<file path="src/rtl/aq_gemac_rx_frame.sv">
// aq_gemac_rx_frame
// Receive framer behind the GMII input buffer (rx_clk domain). Strips the
// preamble and SFD. Checks the CRC-32 residue and holds back the 4 FCS bytes
// in a 5-deep delay line. Emits frame bytes with sof/eof markers and one
// status strobe per frame.
module aq_gemac_rx_frame #(
  parameter int MIN_LEN = 64,
  parameter int MAX_LEN = 1518
) (
  input  logic        rx_clk,
  input  logic        rst_b,
  input  logic [7:0]  bgmii_rxd,
  input  logic        bgmii_rxe,
  input  logic        bgmii_rxer,
  output logic [7:0]  rx_data,
  output logic        rx_valid,
  output logic        rx_sof,
  output logic        rx_eof,
  output logic        rx_stat_valid,
  output logic [15:0] rx_len,
  output logic        rx_crc_err,
  output logic        rx_len_err,
  output logic        rx_phy_err
);

  typedef enum logic [1:0] {ST_IDLE, ST_PRE, ST_DATA, ST_DROP} state_t;

  localparam logic [15:0] MIN_LEN_W = 16'(MIN_LEN);
  localparam logic [15:0] MAX_LEN_W = 16'(MAX_LEN);

  // One byte of the reflected CRC-32 (LSB first), no final inversion.
  function automatic logic [31:0] crc32_byte(input logic [31:0] crc, input logic [7:0] d);
    logic [31:0] c;
    c = crc;
    for (int i = 0; i < 8; i++) begin
      if (c[0] ^ d[i]) c = (c >> 1) ^ 32'hEDB88320;
      else             c = c >> 1;
    end
    return c;
  endfunction

  // Bit reversal so the LSB-first register can be compared with the
  // MSB-first residue constant.
  function automatic logic [31:0] bitrev32(input logic [31:0] v);
    logic [31:0] r;
    for (int i = 0; i < 32; i++) r[i] = v[31-i];
    return r;
  endfunction

  state_t      r_state;
  logic [7:0]  r_dl [0:4];   // [0] newest, [4] oldest
  logic [2:0]  r_cnt;        // bytes held in the delay line, saturates at 5
  logic [15:0] r_len;
  logic [31:0] r_crc;
  logic        r_phy;
  logic        r_first;      // next emitted byte is the frame's first

  logic        w_enter_data;
  logic        w_crc_good;
  logic        w_len_err;

  assign w_enter_data = bgmii_rxe && (bgmii_rxd == 8'hD5) &&
                        ((r_state == ST_IDLE) || (r_state == ST_PRE));
  assign w_crc_good   = (bitrev32(r_crc) == 32'hC704DD7B);
  assign w_len_err    = (r_len < MIN_LEN_W) || (r_len > MAX_LEN_W);

  // Framing FSM, delay line, CRC/length tracking and all registered outputs.
  always_ff @(posedge rx_clk or negedge rst_b) begin
    if (!rst_b) begin
      r_state       <= ST_IDLE;
      for (int i = 0; i < 5; i++) r_dl[i] <= 8'h00;
      r_cnt         <= 3'd0;
      r_len         <= 16'd0;
      r_crc         <= 32'hFFFFFFFF;
      r_phy         <= 1'b0;
      r_first       <= 1'b0;
      rx_data       <= 8'h00;
      rx_valid      <= 1'b0;
      rx_sof        <= 1'b0;
      rx_eof        <= 1'b0;
      rx_stat_valid <= 1'b0;
      rx_len        <= 16'd0;
      rx_crc_err    <= 1'b0;
      rx_len_err    <= 1'b0;
      rx_phy_err    <= 1'b0;
    end else begin
      rx_valid      <= 1'b0;
      rx_sof        <= 1'b0;
      rx_eof        <= 1'b0;
      rx_stat_valid <= 1'b0;

      // Per-frame state starts clean whenever an SFD is accepted.
      if (w_enter_data) begin
        for (int i = 0; i < 5; i++) r_dl[i] <= 8'h00;
        r_cnt   <= 3'd0;
        r_len   <= 16'd0;
        r_crc   <= 32'hFFFFFFFF;
        r_phy   <= 1'b0;
        r_first <= 1'b1;
      end

      case (r_state)
        ST_IDLE: begin
          if (bgmii_rxe) begin
            if (bgmii_rxd == 8'h55)      r_state <= ST_PRE;
            else if (bgmii_rxd == 8'hD5) r_state <= ST_DATA;
            else                         r_state <= ST_DROP;
          end
        end
        ST_PRE: begin
          if (!bgmii_rxe)              r_state <= ST_IDLE;
          else if (bgmii_rxd == 8'h55) r_state <= ST_PRE;
          else if (bgmii_rxd == 8'hD5) r_state <= ST_DATA;
          else                         r_state <= ST_DROP;
        end
        ST_DATA: begin
          if (bgmii_rxe) begin
            if (r_cnt == 3'd5) begin
              rx_data  <= r_dl[4];
              rx_valid <= 1'b1;
              rx_sof   <= r_first;
              r_first  <= 1'b0;
            end else begin
              r_cnt <= r_cnt + 3'd1;
            end
            for (int i = 4; i > 0; i--) r_dl[i] <= r_dl[i-1];
            r_dl[0] <= bgmii_rxd;
            r_crc   <= crc32_byte(r_crc, bgmii_rxd);
            if (r_len != 16'hFFFF) r_len <= r_len + 16'd1;
            if (bgmii_rxer) r_phy <= 1'b1;
          end else begin
            // End of frame: last payload byte (if any) plus status; FCS dropped.
            if (r_cnt == 3'd5) begin
              rx_data  <= r_dl[4];
              rx_valid <= 1'b1;
              rx_sof   <= r_first;
              rx_eof   <= 1'b1;
            end
            if (r_cnt != 3'd0) begin
              rx_stat_valid <= 1'b1;
              rx_len        <= r_len;
              rx_crc_err    <= ~w_crc_good;
              rx_len_err    <= w_len_err;
              rx_phy_err    <= r_phy;
            end
            r_state <= ST_IDLE;
          end
        end
        ST_DROP: begin
          if (!bgmii_rxe) r_state <= ST_IDLE;
        end
        default: r_state <= ST_IDLE;
      endcase
    end
  end

endmodule

</file>
<file path="config.mk">
export PLATFORM = sky130hd
export DESIGN_NAME = aq_gemac_rx_frame
export DESIGN_NICKNAME = d
export VERILOG_FILES = /design/src/rtl/aq_gemac_rx_frame.sv
export SDC_FILE = /design/constraint.sdc
export NUM_CORES = 1
export LEC_CHECK = 0
export ABC_CLOCK_PERIOD_IN_PS = 2040
export CORE_ASPECT_RATIO = 1.75
export CORE_UTILIZATION = 35
export CTS_CLUSTER_SIZE = 8
export DETAILED_ROUTE_END_ITERATION = 12
export GPL_TIMING_DRIVEN = 0
export HOLD_SLACK_MARGIN = 0.12
export PLACE_DENSITY = 0.63
export SYNTH_ARGS = -nofsm -noshare
export SYNTH_HDL_FRONTEND = slang
export SYNTH_SLANG_ARGS = --single-unit
</file>
<file path="constraint.sdc">
create_clock -name rx_clk -period 2.04 [get_ports rx_clk]
set_input_delay 0.408 -clock rx_clk [delete_from_list [all_inputs] [get_ports rx_clk]]
set_output_delay 0.408 -clock rx_clk [all_outputs]
set_load 0.01 [all_outputs]
</file>
==> metrics.cfg <==
[grt]
grt_max_degree=66
globalRouteOverflowTotal=0
grt_pass1_vias=4302
grt_pass1_wl_mm=22.7
grt_antenna_before_repair=0
track_usage=0.173

[timing]
fmaxAchievable_mhz=504
rsz0062_at_grt=yes
finalCritPeriodShare=0.972
skew_ns=0.00763
setup_tns_ns=0
period_needed_ns=1.98
setup-violations-final=0
tightest_slew_ns=0.631
slew_viol_final=0
worst_hold_slack_ns=0.402
hold_viol_final=0
maxSlewHeadroom=0.577

[synthesis]
seq_area_frac_synth=0.549
synth_ff_type=dfrtp_1
postSynthCellCount=480
ys_top_cells_by_area=dfrtp_1 (40%), dfstp_2 (14%), a22o_1 (6.2%), xnor2_1 (5.0%), xor2_1 (3.9%)
synth_nets=496
avgSynthCellArea_sq_um=12.1
synth_cell_type_count=56
synth_async_sr_flop_share=1.00
synth_area_sq_um=5820
yosys.area.top_type=dfrtp_1
synth-seq-cells=126
synth_top_area_frac=0.404
yosys_warnings=0
synth_edf_count=0

[floorplan]
die_width_microns=99.4
die_area_sq_um=17200
pin_count=43
rows=62
die_y_microns=173
core_sq_um=16400
start_util=0.355

[placed_design]
port_buffers=42
dp.cells=747
dp.final_hpwl_mm=9.96
dpl_cell_area_sq_um=6550
globalplace.congestion=0.957

[clock_network]
cts_tree=yes
cts_buffers=17
clock_path_buffers=2
clk_pin_slew_worst_paths_ns=0.06
numClockSinks=126
cts_root_buf=clkbuf_16
ctsHtreeMaxLevel=4
clk_latency_ns=0.42

[finish]
fin_nets=574
design_area_sq_um=7440
fin_cells=795
post-route-util=0.454
layout-drive-gt1-share=0.243
syn2layout_area_growth_pct=27.9
diodes=0

[detailed_routing]
routed_wl_mm=14.1
drt-initial-drc-count=232
remaining_drc_errors=0
ant_nets=0
vias=4129
firstDrtPassIters=5
drt-wirelength-per-cell_microns=17.7
via_per_inst=5.19

[power_and_ir_drop]
vdd_drop_max_v=0.000730
powerDensity_nw_per_um2=1620
power_leakage_uw=0.00323

[critical_path]
end_kind=register
cp-start-kind=register
reg2reg_to=r_len[8]
path_max_fanout=8
worstRegToRegCells=7
cp.required_ns=2.33
reg2reg_from=r_len[6]
crit_arrival_ns=2.28
rrSetupSlack_ns=0.06
worstSetupPathType=reg -> reg

[worst_hold_path]
hold_depth=2
min_from=bgmii_rxd[1]
hp-class=in -> reg

[status]
outcome=completed

[run]
cap_violations=0

repair_timing:
item | in CTS | in global routing
endpoints found under the setup margin | 105 | 80
hold buffers | 1 | 0
setup buffers | 5 | 9
hold endpoints to repair | 46 | 0
pin swaps | 2 | 4
resized for setup | 31 | 28
cloned | 0 | 1
cells in the final DEF, fill, tap and decap left out, types with 6 or more instances in the layout:
cell type	count
nor2_1	14
xnor2_1	32
mux2_1	15
dfrtp_2	6
buf_4	14
dfstp_2	32
clkbuf_2	9
dfrtp_1	88
a21oi_1	13
xor2_1	25
nand3_1	16
clkdlybuf4s50_1	35
xnor2_2	8
nand2_1	44
clkbuf_1	8
a22o_1	41
nor3_1	11
a2bb2oi_1	19
clkbuf_16	17
synth_stat cells (2+ instances only):
cell type	count
nand4_1	3
ha_1	4
mux2_2	2
nand3_2	2
or2_2	2
a21oi_1	13
nor4bb_1	2
o2111ai_1	2
and2_1	2
o31ai_1	2
nor3_1	12
inv_1	5
o211ai_1	5
nand4b_1	3
a2bb2oi_1	19
a41oi_1	2
a31oi_1	2
dfstp_2	32
buf_2	4
xnor2_2	9
o21ai_1	5
a22o_1	41
nor4_1	4
xor2_1	26
o22a_1	5
dfrtp_1	94
nand4bb_1	2
mux2_1	16
clkbuf_1	20
nand3_1	16
xnor2_1	33
xor2_4	2
mux2i_1	4
and3_1	5
nor2_1	16
nand2_1	44
routing by layer:
| metal | routed length, microns | vias up | track usage |
|---|---|---|---|
| li1 | - | 1898 | - |
| met1 | 5400 | 2087 | 0.188 |
| met2 | 7760 | 108 | 0.313 |
| met3 | 483 | 36 | 0.0402 |
| met4 | 428 | 0 | 0.0815 |
| met5 | 0 | - | 0 |
logic make-up after synthesis:
group / Yosys count / synth area share
AO/OA/AOI/OAI: 105 / 0.145
adder cells (fa/ha/maj): 4 / 0.00861
buffers and inverters: 32 / 0.0228
multiplexers: 22 / 0.0417
flip-flops: 126 / 0.549
XOR/XNOR: 72 / 0.130
AND/OR/NAND/NOR: 119 / 0.103
power by group:
group          total [uW]  leakage [uW]  switching, uW  internal [uW]
Combinational        4810       0.00140           2320           2480
Sequential           4220       0.00155            727           3490
Clock                3010      0.000279           1150           1870
area by class of cell:
class / instances / area [sq um]
Clock inverter: 12 / 135
Tap cell: 224 / 280
Sequential cell: 126 / 3200
Buffer: 26 / 153
Clock buffer: 20 / 457
Inverter: 6 / 22.5
Timing Repair Buffer: 59 / 586
Fill cell: 1464 / 8930
Multi-Input combinational cell: 322 / 2600
worst max-delay path: stages (launching register included):
cell and delay [ns]:
dfrtp_1 0.33, buf_4 0.15, nand3_1 0.11, or4b_4 0.54
buf_6 0.15, o21a_2 0.28, a41oi_1 0.24, a31oi_1 0.06
through the flow:
step	worst slack (ns)	total power [uW]
final	0.0565	12000
after global placement	-4.11	8680
after detailed placement	-0.905	8790
after CTS	0.000543	12000
after floorplan	0.0181	7470
after global routing	-0.0263	12700
worst max path at each step:
stage | start | to | slack (ns) | depth (start not counted)
2_1_floorplan | r_len[0] | r_len[2] | 0.02 | 7
3_3_place_gp | rst_b | rx_crc_err | -4.11 | 1
3_5_place_dp | bgmii_rxe | r_len[8] | -0.91 | 7
4_1_cts | bgmii_rxd[7] | r_crc[19] | 0.0005 | 6
5_1_grt | r_state[0] | rx_len[9] | -0.03 | 4
6_report | r_len[6] | r_len[8] | 0.06 | 7
(Power assumes the default switching activity.)
